File: src/rtl/sync_fifo_param_pkg.sv
// Shared helpers for the parametrised synchronous FIFO: count width and
// parameter legality rules.
package fifo_pkg;

    function automatic int cnt_w(int depth);
        return $clog2(depth) + 1;
    endfunction

    // Depth must be a power of two so the pointers can simply wrap.
    function automatic bit params_ok(int depth, int af_level, int ae_level);
        return (depth >= 2) && ((depth & (depth - 1)) == 0) &&
               (af_level >= 1) && (af_level <= depth) &&
               (ae_level >= 0) && (ae_level <= depth - 1);
    endfunction

endpackage

File: src/rtl/sync_fifo_param_mem.sv
// FIFO storage: synchronous write port and a registered read port whose
// output register resets to zero and holds when no read is issued.
module fifo_mem #(
    parameter int WIDTH = 8,
    parameter int DEPTH = 8,
    parameter int AW    = $clog2(DEPTH)
) (
    input  logic             clk,
    input  logic             rst_n,
    input  logic             we,
    input  logic [AW-1:0]    waddr,
    input  logic [WIDTH-1:0] wdata,
    input  logic             re,
    input  logic [AW-1:0]    raddr,
    output logic [WIDTH-1:0] rdata
);

    logic [WIDTH-1:0] mem [DEPTH];

    always_ff @(posedge clk) begin
        if (we) begin
            mem[waddr] <= wdata;
        end
    end

    // A read and write to the same slot return the old contents, which is
    // what the full-FIFO simultaneous read/write case relies on.
    always_ff @(posedge clk or negedge rst_n) begin
        if (!rst_n) begin
            rdata <= '0;
        end else if (re) begin
            rdata <= mem[raddr];
        end
    end

endmodule

File: src/rtl/sync_fifo_param.sv
// Parametrised single-clock FIFO with threshold flags, synchronous flush and
// sticky overflow/underflow flags.
module sync_fifo_param
    import fifo_pkg::*;
#(
    parameter int WIDTH    = 8,
    parameter int DEPTH    = 8,
    parameter int AF_LEVEL = DEPTH - 2,
    parameter int AE_LEVEL = 2
) (
    input  logic                      clk,
    input  logic                      rst_n,
    input  logic                      flush,
    input  logic                      wr,
    input  logic [WIDTH-1:0]          data_in,
    input  logic                      rd,
    output logic [WIDTH-1:0]          data_out,
    output logic                      data_valid,
    output logic                      full,
    output logic                      empty,
    output logic                      almost_full,
    output logic                      almost_empty,
    output logic [cnt_w(DEPTH)-1:0]   fifo_cnt,
    output logic                      overflow,
    output logic                      underflow,
    input  logic                      clr_err
);

    localparam int AW = $clog2(DEPTH);
    localparam int CW = cnt_w(DEPTH);

    if (!params_ok(DEPTH, AF_LEVEL, AE_LEVEL)) begin : g_bad_params
        $error("sync_fifo_param: illegal DEPTH/AF_LEVEL/AE_LEVEL");
    end

    logic [AW-1:0] wr_ptr;
    logic [AW-1:0] rd_ptr;
    logic          wr_ok;
    logic          rd_ok;
    logic          wr_do;
    logic          rd_do;

    assign full         = (fifo_cnt == CW'(DEPTH));
    assign empty        = (fifo_cnt == '0);
    assign almost_full  = (fifo_cnt >= CW'(AF_LEVEL));
    assign almost_empty = (fifo_cnt <= CW'(AE_LEVEL));

    assign wr_ok = wr && (!full || rd);
    assign rd_ok = rd && !empty;
    // Flush swallows any request issued in the same cycle.
    assign wr_do = wr_ok && !flush;
    assign rd_do = rd_ok && !flush;

    fifo_mem #(
        .WIDTH (WIDTH),
        .DEPTH (DEPTH),
        .AW    (AW)
    ) u_mem (
        .clk   (clk),
        .rst_n (rst_n),
        .we    (wr_do),
        .waddr (wr_ptr),
        .wdata (data_in),
        .re    (rd_do),
        .raddr (rd_ptr),
        .rdata (data_out)
    );

    always_ff @(posedge clk or negedge rst_n) begin
        if (!rst_n) begin
            wr_ptr     <= '0;
            rd_ptr     <= '0;
            fifo_cnt   <= '0;
            data_valid <= 1'b0;
        end else if (flush) begin
            wr_ptr     <= '0;
            rd_ptr     <= '0;
            fifo_cnt   <= '0;
            data_valid <= 1'b0;
        end else begin
            data_valid <= rd_ok;
            if (wr_ok) begin
                wr_ptr <= wr_ptr + AW'(1);
            end
            if (rd_ok) begin
                rd_ptr <= rd_ptr + AW'(1);
            end
            if (wr_ok && !rd_ok) begin
                fifo_cnt <= fifo_cnt + CW'(1);
            end else if (rd_ok && !wr_ok) begin
                fifo_cnt <= fifo_cnt - CW'(1);
            end
        end
    end

    // A new error in the same cycle as clr_err wins, keeping the flag set.
    always_ff @(posedge clk or negedge rst_n) begin
        if (!rst_n) begin
            overflow  <= 1'b0;
            underflow <= 1'b0;
        end else begin
            overflow  <= (overflow  && !clr_err) || (!flush && wr && !wr_ok);
            underflow <= (underflow && !clr_err) || (!flush && rd && !rd_ok);
        end
    end

endmodule

File: config.mk
export PLATFORM = sky130hd
export DESIGN_NAME = sync_fifo_param
export DESIGN_NICKNAME = d
export VERILOG_FILES = /design/src/rtl/sync_fifo_param_pkg.sv /design/src/rtl/sync_fifo_param_mem.sv /design/src/rtl/sync_fifo_param.sv
export SDC_FILE = /design/constraint.sdc
export NUM_CORES = 1
export LEC_CHECK = 0
export BUFFER_PORTS_ARGS = -buffer_cell sky130_fd_sc_hd__buf_2
export CORE_ASPECT_RATIO = 0.9
export CORE_MARGIN = 2
export CORE_UTILIZATION = 40
export CTS_CLUSTER_SIZE = 8
export DETAILED_ROUTE_END_ITERATION = 7
export GPL_TIMING_DRIVEN = 1
export PLACE_DENSITY = 0.6
export SETUP_SLACK_MARGIN = 0.05
export SLEW_MARGIN = 25
export SYNTH_ARGS = -nofsm -noshare
export SYNTH_HDL_FRONTEND = slang
export SYNTH_SLANG_ARGS = --single-unit
File: constraint.sdc
create_clock -name clk -period 2.05 [get_ports clk]
set_input_delay 0.41 -clock clk [delete_from_list [all_inputs] [get_ports clk]]
set_output_delay 0.41 -clock clk [all_outputs]
set_load 0.05 [all_outputs]
=== After elaboration in Yosys (flattened, before gate mapping) ===
Memories as Yosys holds them, arrays and structs flattened. A register that Yosys moved wholly into a read port is not among the register bits.
Index checks and enable logic that the tools add are counted.

* Register bits after elaboration: 13
* Bits in latches: 0
* Bits in writable memories: 64
* Memory bits (read-only): 0
* Bits of input ports: 14
* Output and inout bits: 19
* Logic and storage cells: 50
* Memories kept: 1

{| class="wikitable"
|+ Memory list
! name !! words !! width !! read ports !! clocked after memory_dff !! write ports !! RTL line !! RTL
|-
| u_mem.mem || 8 || 8 || 1 || 1 || 1 || sync_fifo_param_mem.sv:18 || <nowiki>logic [WIDTH-1:0] mem [DEPTH];</nowiki>
|}

* $add $sub $neg: 4
* $mul: 0
* Div/mod/pow operators: 0
* Order comparisons: 2
* Eq/ne operators: 1
* Shifts and indexed selects: 0
* Muxes and demuxes: 10
* Bitwise gates (word level): 0
* Reduce and logical (&&, ||, !) cells: 26

{| class="wikitable"
|+ Operators with widths
! kind !! number
|-
| 1-bit logical AND || 12
|-
| 3-bit 2-to-1 mux || 4
|-
| 4-bit 2-to-1 mux || 3
|-
| 1-bit zero test || 7
|-
| 3-bit by 1-bit adder with 3-bit output, second input constant || 2
|-
| 4-bit by 1-bit adder with 4-bit output, second input constant || 1
|-
| 4-bit equality test, second input constant || 1
|-
| 4-bit by 3-bit greater-or-equal comparator with 1-bit output, second input constant || 1
|-
| 4-bit by 2-bit <= comparator with 1-bit output, second input constant || 1
|-
| 4-bit zero test || 1
|-
| 2-bit nonzero test || 2
|-
| 4-bit by 1-bit subtractor with 4-bit output, second input constant || 1
|-
| 1-bit logical OR || 3
|-
| 1-bit 2-to-1 mux || 3
|-
| 3-bit nonzero test || 1
|}

=== Logic depth before layout (Yosys ltp) ===
Gate-level depths: netlist of run 1.

* Depth after elaboration: 9
* Gate-level depth with buffers: 9
* Mapped depth without buffers: 8

=== Cells and area by module ===
A second synthesis of run 1 with hierarchy kept.

* Cells, all modules: 256
* Area, all modules: 3707.3 um^2

{| class="wikitable"
|+ By module, submodules not included
! module !! instances !! cells each !! area an instance (um^2) !! seq. area each (um^2)
|-
| fifo_mem || 1 || 169 || 2861.5 || 2122.0
|-
| sync_fifo_param || 1 || 87 || 845.8 || 325.3
|}

=== Worst setup path before layout of run 1 ===
Ideal clock, no wire load.

* Path type: flip-flop to flip-flop
* Start point: register fifo_cnt[1]
* End point: memory u_mem.mem[0][0] (enable)
* Library setup time: 0.398 ns
* Arrival: 2.214 ns
* Required time: 1.652 ns
* Path slack: -0.561 ns
* Cell stages (with the launch flop): 6
* Path buffers: 2
* Period minus slack after synthesis: 2.611 ns
* Path through: dfrtp_1 buf_2 or3_1 buf_6 o21ai_4 nor4b_1

* Longest elaborated chain between the ends: 7

{| class="wikitable"
|+ RTL lines
! element !! RTL line !! RTL
|-
| from (decl) || sync_fifo_param.sv:23 || <nowiki>output logic [cnt_w(DEPTH)-1:0] fifo_cnt,</nowiki>
|-
| from (signal assigned) || sync_fifo_param.sv:89 || <nowiki>fifo_cnt <= fifo_cnt + CW'(1);</nowiki>
|-
| from (signal assigned) || sync_fifo_param.sv:91 || <nowiki>fifo_cnt <= fifo_cnt - CW'(1);</nowiki>
|-
| 4-bit equality test || sync_fifo_param.sv:43 || <nowiki>assign full = (fifo_cnt == CW'(DEPTH));</nowiki>
|-
| 1-bit zero test || sync_fifo_param.sv:48 || <nowiki>assign wr_ok = wr && (!full || rd);</nowiki>
|-
| 1-bit logical OR || sync_fifo_param.sv:48 ||
|-
| 1-bit logical AND || sync_fifo_param.sv:48 ||
|-
| 1-bit logical AND || sync_fifo_param.sv:51 || <nowiki>assign wr_do = wr_ok && !flush;</nowiki>
|-
| 1-bit 2-to-1 mux || sync_fifo_param_mem.sv:21 || <nowiki>if (we) begin</nowiki>
|-
| 1-bit 2-to-1 mux (implied by the code) || sync_fifo_param_mem.sv:22 || <nowiki>mem[waddr] <= wdata;</nowiki>
|-
| to (decl) || sync_fifo_param_mem.sv:18 ||
|}

Every way passes these cells.

=== Final worst setup path of run 1 ===
* Start point: register fifo_cnt[2]
* End point: output port empty

* Longest elaborated chain between the ends: 1

{| class="wikitable"
|+ RTL lines
! element !! RTL line !! RTL
|-
| 4-bit zero test || sync_fifo_param.sv:44 || <nowiki>assign empty = (fifo_cnt == '0);</nowiki>
|-
| to (decl) || sync_fifo_param.sv:20 || <nowiki>output logic empty,</nowiki>
|}

Every way passes these cells.

==> insert_results.sql, run 1 <==
INSERT INTO impl_metrics (metric_group, metric, value, unit) VALUES
('run_status', 'outcome', 'finished, final reports clean', ''),
('critical_path', 'worst_r2r_startpoint', 'fifo_cnt[2]', ''),
('critical_path', 'critical_path_peak_fanout', '4', ''),
('logic_synthesis', 'synth_seq_area_share', '67.1', '%'),
('power', 'ir_worst_vdd', '0.628', 'mV'),
('logic_synthesis', 'synthesis.area_per_instance', '15.4', 'µm²'),
('route', 'postRouteAntennaNets', '0', ''),
('timing', 'fmax', '507', 'MHz'),
('timing', 'hold-worst-slack', '25.1', 'ps'),
('critical_path', 'worst-endpoint-arrival', '1560', 'ps'),
('timing', 'relSlewSlack', '50.7', '%'),
('critical_path', 'crit_required', '1640', 'ps'),
('clocking', 'htree_num_levels', '3', ''),
('logic_synthesis', 'ys.flop_type', 'edfxtp_1', ''),
('critical_path', 'timing.reg2reg.setup_slack', '130', 'ps'),
('place', 'dp_worst_setup_slack', '15.3', 'ps'),
('place', 'place_hpwl', '4.81', 'mm'),
('logic_synthesis', 'synth.cell_area', '0.00365', 'mm²'),
('timing', 'skew', '13.0', 'ps'),
('critical_path', 'r2r-end', 'fifo_cnt[3]', ''),
('route', 'dr.pass1.iters', '4', ''),
('logic_synthesis', 'synth_top_cells_by_area', 'edfxtp_1 53%, dfrtp_1 14%, mux2i_1 9.3%', ''),
('grt', 'grt_pass1_wl', '11.3', 'mm'),
('die', 'die_area', '0.00990', 'mm²'),
('logic_synthesis', 'synth.net_count', '255', ''),
('clocking', 'path_clk_slew', '80', 'ps'),
('timing', 'rsz0062_at_grt', 'true', ''),
('timing', 'final.period_utilization', '96.3', '%'),
('clocking', 'clock_sinks', '85', ''),
('route', 'wirelength', '7.18', 'mm'),
('timing', 'setup_ws', '75.8', 'ps'),
('logic_synthesis', 'yosys_register_bits', '85', ''),
('grt', 'antenna_found_initial', '0', ''),
('timing', 'timing_max_transition_violations_final', '0', ''),
('place', 'globalplace.congestion', '0.772', ''),
('grt', 'first_global_vias', '2065', ''),
('grt', 'global_route_usage_sum', '15.4', '%'),
('logic_synthesis', 'netlist-cell-type-count', '45', ''),
('critical_path', 'ff2ff_path_depth', '8', ''),
('timing', 'worstMarginPinSlew', '736', 'ps'),
('layout', 'area.growth.synth_to_final', '22.6', '%'),
('clocking', 'tritoncts_buffer_count', '9', ''),
('place', 'port_buffers', '32', ''),
('die', 'chipHeight', '94.6', 'µm'),
('route', 'vias', '2103', ''),
('critical_path', 'crit_type', 'reg -> out', ''),
('logic_synthesis', 'synth_cells', '236', ''),
('logic_synthesis', 'synth-edff-count', '64', ''),
('timing', 'hold_viol', '0', ''),
('die', 'floorplan.rows', '33', ''),
('logic_synthesis', 'count_of_synthesis_stage_warnings_from_yosys', '0', ''),
('route', 'avgRoutedWirePerCell', '17.2', 'µm'),
('layout', 'insertedDiodeCount', '0', ''),
('layout', 'design_area_final', '0.00447', 'mm²'),
('grt', 'grt_start_max_net_pins', '27', ''),
('logic_synthesis', 'synth_area_leader_cell', 'edfxtp_1', ''),
('layout', 'fin_nets', '309', ''),
('place', 'placed_cell_area', '0.00410', 'mm²'),
('run', 'drv.max_cap_violation_count', '0', ''),
('timing', 'final.min_clock_period', '1970', 'ps'),
('route', 'post_drt_via_cell_ratio', '5.04', ''),
('critical_path', 'crit_path_start_kind', 'flip-flop', ''),
('critical_path', 'critPathLaunch', 'fifo_cnt[2]', ''),
('die', 'core_region_area', '0.00900', 'mm²'),
('power', 'static-leakage-power', '0.00166', 'µW'),
('route', 'count_of_unresolved_drc_violations_after_routing', '0', ''),
('layout', 'final_util', '49.7', '%'),
('power', 'cellPowerDensity', '1380', 'mW/mm²'),
('logic_synthesis', 'fraction_of_registers_with_async_set_reset', '24.7', '%'),
('clocking', 'cts_root_buf', 'clkbuf_8', ''),
('route', 'detailedRoute.firstIterationViolations', '56', ''),
('timing', 'setup_viol', '0', ''),
('clocking', 'clockBufferDepth', '2', ''),
('clocking', 'clk-insertion-delay-late', '360', 'ps'),
('clocking', 'cts_tree', 'done', ''),
('min_path', 'holdCritPathClass', 'in -> async', ''),
('logic_synthesis', 'yosysTopAreaCellShare', '52.7', '%'),
('die', 'initial_utilization', '40.5', '%'),
('grt', 'grt-ovfl-total', '0', ''),
('layout', 'layout-drive-gt1-share', '36.9', '%'),
('die', 'die_w', '105', 'µm'),
('die', 'design.portCount', '33', ''),
('clocking', 'cts_hold_buf', '0', ''),
('critical_path', 'endpoint_kind', 'primary output', '');
==> layer usage <==
metal  global-route usage (%)  share of wire, %  routed length (µm)
met2                     23.3                45                3220
met1                     22.1                50                3620
met3                     3.52               3.4                 246
met5                        0                 0                   0
met4                     5.33               1.3                  94
==> logic make-up (layout without fill, tap and decap cells) <==
family / count (synthesis) / in the layout / synth area share, %
buf+inv: 20 / 79 / 2.81
flops: 85 / 85 / 67.1
compound gates: 36 / 36 / 8.13
mux: 42 / 42 / 11.9
simple gates: 41 / 41 / 6.42
xor+xnor: 7 / 7 / 1.68
fa+ha+maj: 5 / 5 / 1.92
==> synthesized netlist by cell type (all sizes together) (5+ instances only) <==
cell type	n
edfxtp	64
mux2i	34
dfrtp	21
nor2	17
buf	10
a221oi	8
a22o	8
mux2	8
inv	6
nor3	5
==> power by group <==
part / leakage, µW / internal [µW] / switching, µW
combinational: 0.000717 / 1130 / 1660
sequential: 0.000838 / 2050 / 126
clock: 0.000103 / 636 / 587
total: 0.00166 / 3810 / 2380
==> critical path: stages, from the launching register on <==
cell	delay, ps
dfrtp_2	410
or3_4	410
buf_8	140
nor2_8	100
buf_8	150
==> through the flow <==
step / TNS [ps] / std cells / power [µW]
floorplan: -447 / 236 / 4130
global placement: 0 / 394 / 4590
detailed placement: 0 / 394 / 4630
CTS: 0 / 413 / 5970
global route: 0 / 417 / 6510
finish: 0 / 417 / 6190
==> flip-flops by register name (all words and copies together), names as in the netlist <==
name,cells
u_mem.rdata,8
rd_ptr,3
underflow,1
wr_ptr,3
u_mem.mem,64
data_valid,1
overflow,1
fifo_cnt,4
==> cell type report <==
class / instances / area [µm²]
repair buffers: 57 / 394
flip-flops and latches: 85 / 2450
clock buffers: 12 / 155
inverters: 6 / 22.5
well taps: 122 / 153
clock inverters: 4 / 55.1
multi-input cells: 131 / 1240
fillers: 807 / 4530
==> worst max-delay path by stage <==
stage	endpoint	cells past startpoint
2_1_floorplan	u_mem.mem[3][0]	5
3_3_place_gp	u_mem.mem[1][7]	4
3_5_place_dp	u_mem.mem[1][7]	4
4_1_cts	fifo_cnt[3]	8
5_1_grt	empty	4
6_report	empty	4
==> cells in the final DEF (no fill, tap or decap), types with 2 or more instances in the layout <==
master	synthesis	routed
nor3_2	0	3
xor2_1	4	4
inv_1	6	6
nand2_1	4	3
nor2_1	16	15
a221oi_1	8	8
ha_1	4	2
clkbuf_8	0	11
dfrtp_1	21	16
nand2b_1	2	2
ha_4	0	2
a211oi_2	1	3
buf_2	4	29
o21ai_0	2	2
nor2b_1	2	2
nor3_4	1	2
mux2i_1	34	34
dfrtp_2	0	5
edfxtp_1	64	64
buf_4	2	22
buf_8	0	2
mux2_2	7	7
a21oi_2	0	2
a22o_1	8	8
o211ai_1	4	4
buf_6	2	3
xnor2_1	3	3
nand3b_1	3	3
==> timing repair <==
action / CTS / global route
pin swaps: 1 / 9
buffers inserted: 3 / 4
gates cloned: 0 / 0
setup endpoints to repair: 29 / 6
gates resized for setup: 6 / 16
Note: power is estimated with default switching activity, not from simulation.
==> run 2, diff against run 1 <==
--- a/config.mk
+++ b/config.mk
@@ -5,14 +5,17 @@
 export SDC_FILE = /design/constraint.sdc
 export NUM_CORES = 1
 export LEC_CHECK = 0
+export ABC_AREA = 1
 export BUFFER_PORTS_ARGS = -buffer_cell sky130_fd_sc_hd__buf_2
+export CELL_PAD_IN_SITES_DETAIL_PLACEMENT = 1
+export CELL_PAD_IN_SITES_GLOBAL_PLACEMENT = 1
 export CORE_ASPECT_RATIO = 0.9
 export CORE_MARGIN = 2
 export CORE_UTILIZATION = 40
 export CTS_CLUSTER_SIZE = 8
 export DETAILED_ROUTE_END_ITERATION = 7
 export GPL_TIMING_DRIVEN = 1
-export PLACE_DENSITY = 0.6
+export PLACE_DENSITY = 0.71
 export SETUP_SLACK_MARGIN = 0.05
 export SLEW_MARGIN = 25
 export SYNTH_ARGS = -nofsm -noshare
==> run 2 against run 1 <==
  * Area after synthesis is 0.96% lower
  * Via count increased by 16%
  * Fmax grew 3.7%
  * Synthesized cell count up 33%
  * Clock skew shrank 2.8 ps
  * Setup slack improved by 70 ps
  * Combinational power shrank 31%
  * Total power shrank 15%
  * Critical path type is now reg -> reg
  * Largest cell class unchanged
  * Highest routed layer unchanged
==> insert_results.sql, run 2 <==
INSERT INTO impl_metrics (metric_group, metric, value, unit) VALUES
('critical_path', 'critical_path_peak_fanout', '6', ''),
('route', 'vias', '2442', ''),
('layout', 'largest_register_ffs', '64', ''),
('logic_synthesis', 'yosysTopAreaCellShare', '53.2', '%'),
('clocking', 'cts_tree', 'done', ''),
('timing', 'setup_viol', '0', ''),
('logic_synthesis', 'synth_top_family_by_area', 'simple AND/OR/NAND/NOR gates', ''),
('timing', 'rsz0062_at_grt', 'false', ''),
('clocking', 'clock_sinks', '85', ''),
('logic_synthesis', 'yosys_register_bits', '85', ''),
('place', 'place_hpwl', '5.51', 'mm'),
('place', 'port_buffers', '32', ''),
('logic_synthesis', 'synth_commonest_cells', '64 x edfxtp_1, 56 x nor2_1, 48 x nand2_1', ''),
('layout', 'insertedDiodeCount', '0', ''),
('logic_synthesis', 'synth_seq_area_share', '67.8', '%'),
('layout', 'area.growth.synth_to_final', '16.7', '%'),
('route', 'avgRoutedWirePerCell', '17.3', 'µm'),
('layout', 'final_util', '48.5', '%'),
('critical_path', 'worst_path_largest_cell_delay', '470', 'ps'),
('logic_synthesis', 'synth-edff-count', '64', ''),
('timing', 'hold_viol', '0', ''),
('clocking', 'tritoncts_buffer_count', '9', ''),
('power', 'cellPowerDensity', '1240', 'mW/mm²'),
('die', 'die_w', '104', 'µm'),
('layout', 'layout_common_cells', '64 x edfxtp_1, 56 x nor2_1, 48 x nand2_1', ''),
('logic_synthesis', 'synth_top_cells_by_area', 'edfxtp_1 53%, dfrtp_1 15%, nor2_1 5.8%', ''),
('timing', 'fmax', '525', 'MHz'),
('timing', 'final.period_utilization', '92.9', '%'),
('logic_synthesis', 'muxShareOfSynthArea', '0', '%'),
('critical_path', 'crit_required', '2340', 'ps'),
('timing', 'worstMarginPinSlew', '616', 'ps'),
('layout', 'registers.top_by_ff_count', 'u_mem.mem', ''),
('logic_synthesis', 'area_share_of_and_or_nand_nor_cells_after_synthesis', '16.7', '%'),
('logic_synthesis', 'synthesis.area_per_instance', '11.5', 'µm²'),
('critical_path', 'endpoint_kind', 'flip-flop', ''),
('place', 'globalplace.congestion', '0.741', ''),
('critical_path', 'worstPathBufferInverterCount', '3', ''),
('die', 'design.portCount', '33', ''),
('die', 'floorplan.rows', '32', ''),
('run_status', 'outcome', 'finished, final reports clean', ''),
('layout', 'layout-drive-gt1-share', '23.8', '%'),
('timing', 'skew', '10.2', 'ps'),
('logic_synthesis', 'fraction_of_registers_with_async_set_reset', '24.7', '%'),
('grt', 'grt_pass1_wl', '13.4', 'mm'),
('route', 'dr.pass1.iters', '4', ''),
('logic_synthesis', 'yosys.area_share.adder', '1.94', '%'),
('power', 'static-leakage-power', '0.00165', 'µW'),
('die', 'initial_utilization', '41.6', '%'),
('route', 'count_of_unresolved_drc_violations_after_routing', '0', ''),
('clocking', 'clk-insertion-delay-late', '350', 'ps'),
('clocking', 'clockBufferDepth', '2', ''),
('run', 'drv.max_cap_violation_count', '0', ''),
('critical_path', 'crit_slowest_cell', 'dfrtp_2', ''),
('clocking', 'path_clk_slew', '90', 'ps'),
('min_path', 'holdCritPathClass', 'in -> async', ''),
('die', 'die_area', '0.00980', 'mm²'),
('timing', 'fin_tns_setup', '0', 'ps'),
('route', 'postRouteAntennaNets', '0', ''),
('grt', 'first_global_vias', '2511', ''),
('die', 'chipHeight', '94.1', 'µm'),
('route', 'post_drt_via_cell_ratio', '5.04', ''),
('critical_path', 'worst-endpoint-arrival', '2190', 'ps'),
('critical_path', 'crit_type', 'reg -> reg', ''),
('route', 'wirelength', '8.41', 'mm'),
('clocking', 'cts_root_buf', 'clkbuf_8', ''),
('grt', 'global_route_usage_sum', '18.4', '%'),
('layout', 'layout.cells.most_common', 'edfxtp_1', ''),
('clocking', 'cts_hold_buf', '0', ''),
('grt', 'grt-ovfl-total', '0', ''),
('power', 'ir_worst_vdd', '0.461', 'mV'),
('logic_synthesis', 'netlist-cell-type-count', '28', ''),
('critical_path', 'path_delay_family', 'simple AND/OR/NAND/NOR gates', ''),
('logic_synthesis', 'synthMostInstantiatedCell', 'edfxtp_1', ''),
('logic_synthesis', 'synth.net_count', '334', ''),
('critical_path', 'worstPathCellList', 'nor2_4 > nand2_2 > nand2_4 > buf_4 > inv_4 > nor2_4 > fa_1 > inv_1 > nand2_1 > nand2_1', ''),
('logic_synthesis', 'synth-compound-area-share', '9.81', '%'),
('logic_synthesis', 'count_of_synthesis_stage_warnings_from_yosys', '0', ''),
('layout', 'fin_nets', '380', ''),
('die', 'core_region_area', '0.00869', 'mm²'),
('timing', 'final.min_clock_period', '1900', 'ps'),
('grt', 'grt_start_max_net_pins', '35', ''),
('timing', 'relSlewSlack', '58.9', '%'),
('logic_synthesis', 'ys.flop_type', 'edfxtp_1', ''),
('critical_path', 'crit_path_start_kind', 'flip-flop', ''),
('timing', 'timing_max_transition_violations_final', '0', ''),
('clocking', 'htree_num_levels', '3', ''),
('logic_synthesis', 'synth_area_leader_cell', 'edfxtp_1', ''),
('logic_synthesis', 'synth-xor-area-share', '0.243', '%'),
('layout', 'biggestRegsByFlops', 'u_mem.mem x64, u_mem.rdata x8, fifo_cnt x4', ''),
('route', 'detailedRoute.firstIterationViolations', '97', ''),
('grt', 'antenna_found_initial', '0', ''),
('logic_synthesis', 'synth_cells', '315', ''),
('logic_synthesis', 'synth.cell_area', '0.00361', 'mm²');
-- run 2: changes by cell type after synthesis, moves of 10 or more --
cell	before	now
mux2i_1	34	0
nor2_1	16	56
o211ai_1	4	16
o21ai_1	0	10
o21ai_0	2	27
nand3_1	1	14
nand2_1	4	48
-- run 2: routing by layer --
layer	part of all wire (%)	global-route usage [%]	vias up	wire, µm
met5	0	0	-	0
li1	-	-	1186	-
met2	51	33.1	49	4320
met4	1.4	6.19	0	115
met1	44	22.5	1195	3690
met3	3.4	3.33	12	283
-- run 2: layout make-up --
type / instances / area (µm²)
well taps: 119 / 149
repair buffers: 46 / 278
clock inverters: 6 / 63.8
clock buffers: 10 / 128
fillers: 954 / 4480
inverters: 18 / 70.1
flip-flops and latches: 85 / 2450
multi-input cells: 201 / 1070
-- run 2: timing repair --
action	in CTS	in global routing
endpoints found under the setup margin	1	2
gates resized for setup	1	1
buffers inserted	0	1
-- run 2: where the power goes --
group / total [µW] / switching [µW] / internal, µW
logic: 1920 / 1380 / 537
clock network: 1160 / 598 / 562
registers: 2150 / 135 / 2020
total: 5230 / 2120 / 3120
-- run 2: stage by stage --
stage                     instances  instance area (µm²)  total power (µW)  hold slack (ps)  setup slack, ps
after floorplan                 315                 3630              3590              114             55.9
after global placement          468                 3990              4030              423              160
after detailed placement        468                 3990              4100              430             55.6
after CTS                       484                 4200              5280             44.0              104
after global routing            485                 4210              5540             59.3             48.2
final                           485                 4210              5230             38.2              145
-- run 2: cell families (layout without fill, tap and decap cells) --
family                     after synthesis  in the layout
AOI/OAI and AO/OA                       60             60
xor gates and xnor gates                 1              1
adders and majority gates                5              5
buffers and inverters                   29             80
DFF                                     85             85
and+or+nand+nor                        135            135
-- run 2: path summary, 6_finish.rpt --
path	from	to	slack (ps)	depth (start not counted)
max	fifo_cnt[2]	fifo_cnt[1]	150	10
min reg2reg	u_mem.rdata[1]	u_mem.rdata[1]	480	2
min	rst_n	fifo_cnt[1]	40	1
max reg2reg	fifo_cnt[2]	fifo_cnt[1]	150	10
min in group clk	clr_err	underflow	280	2
max in group asynchronous	rst_n	fifo_cnt[0]	1620	1
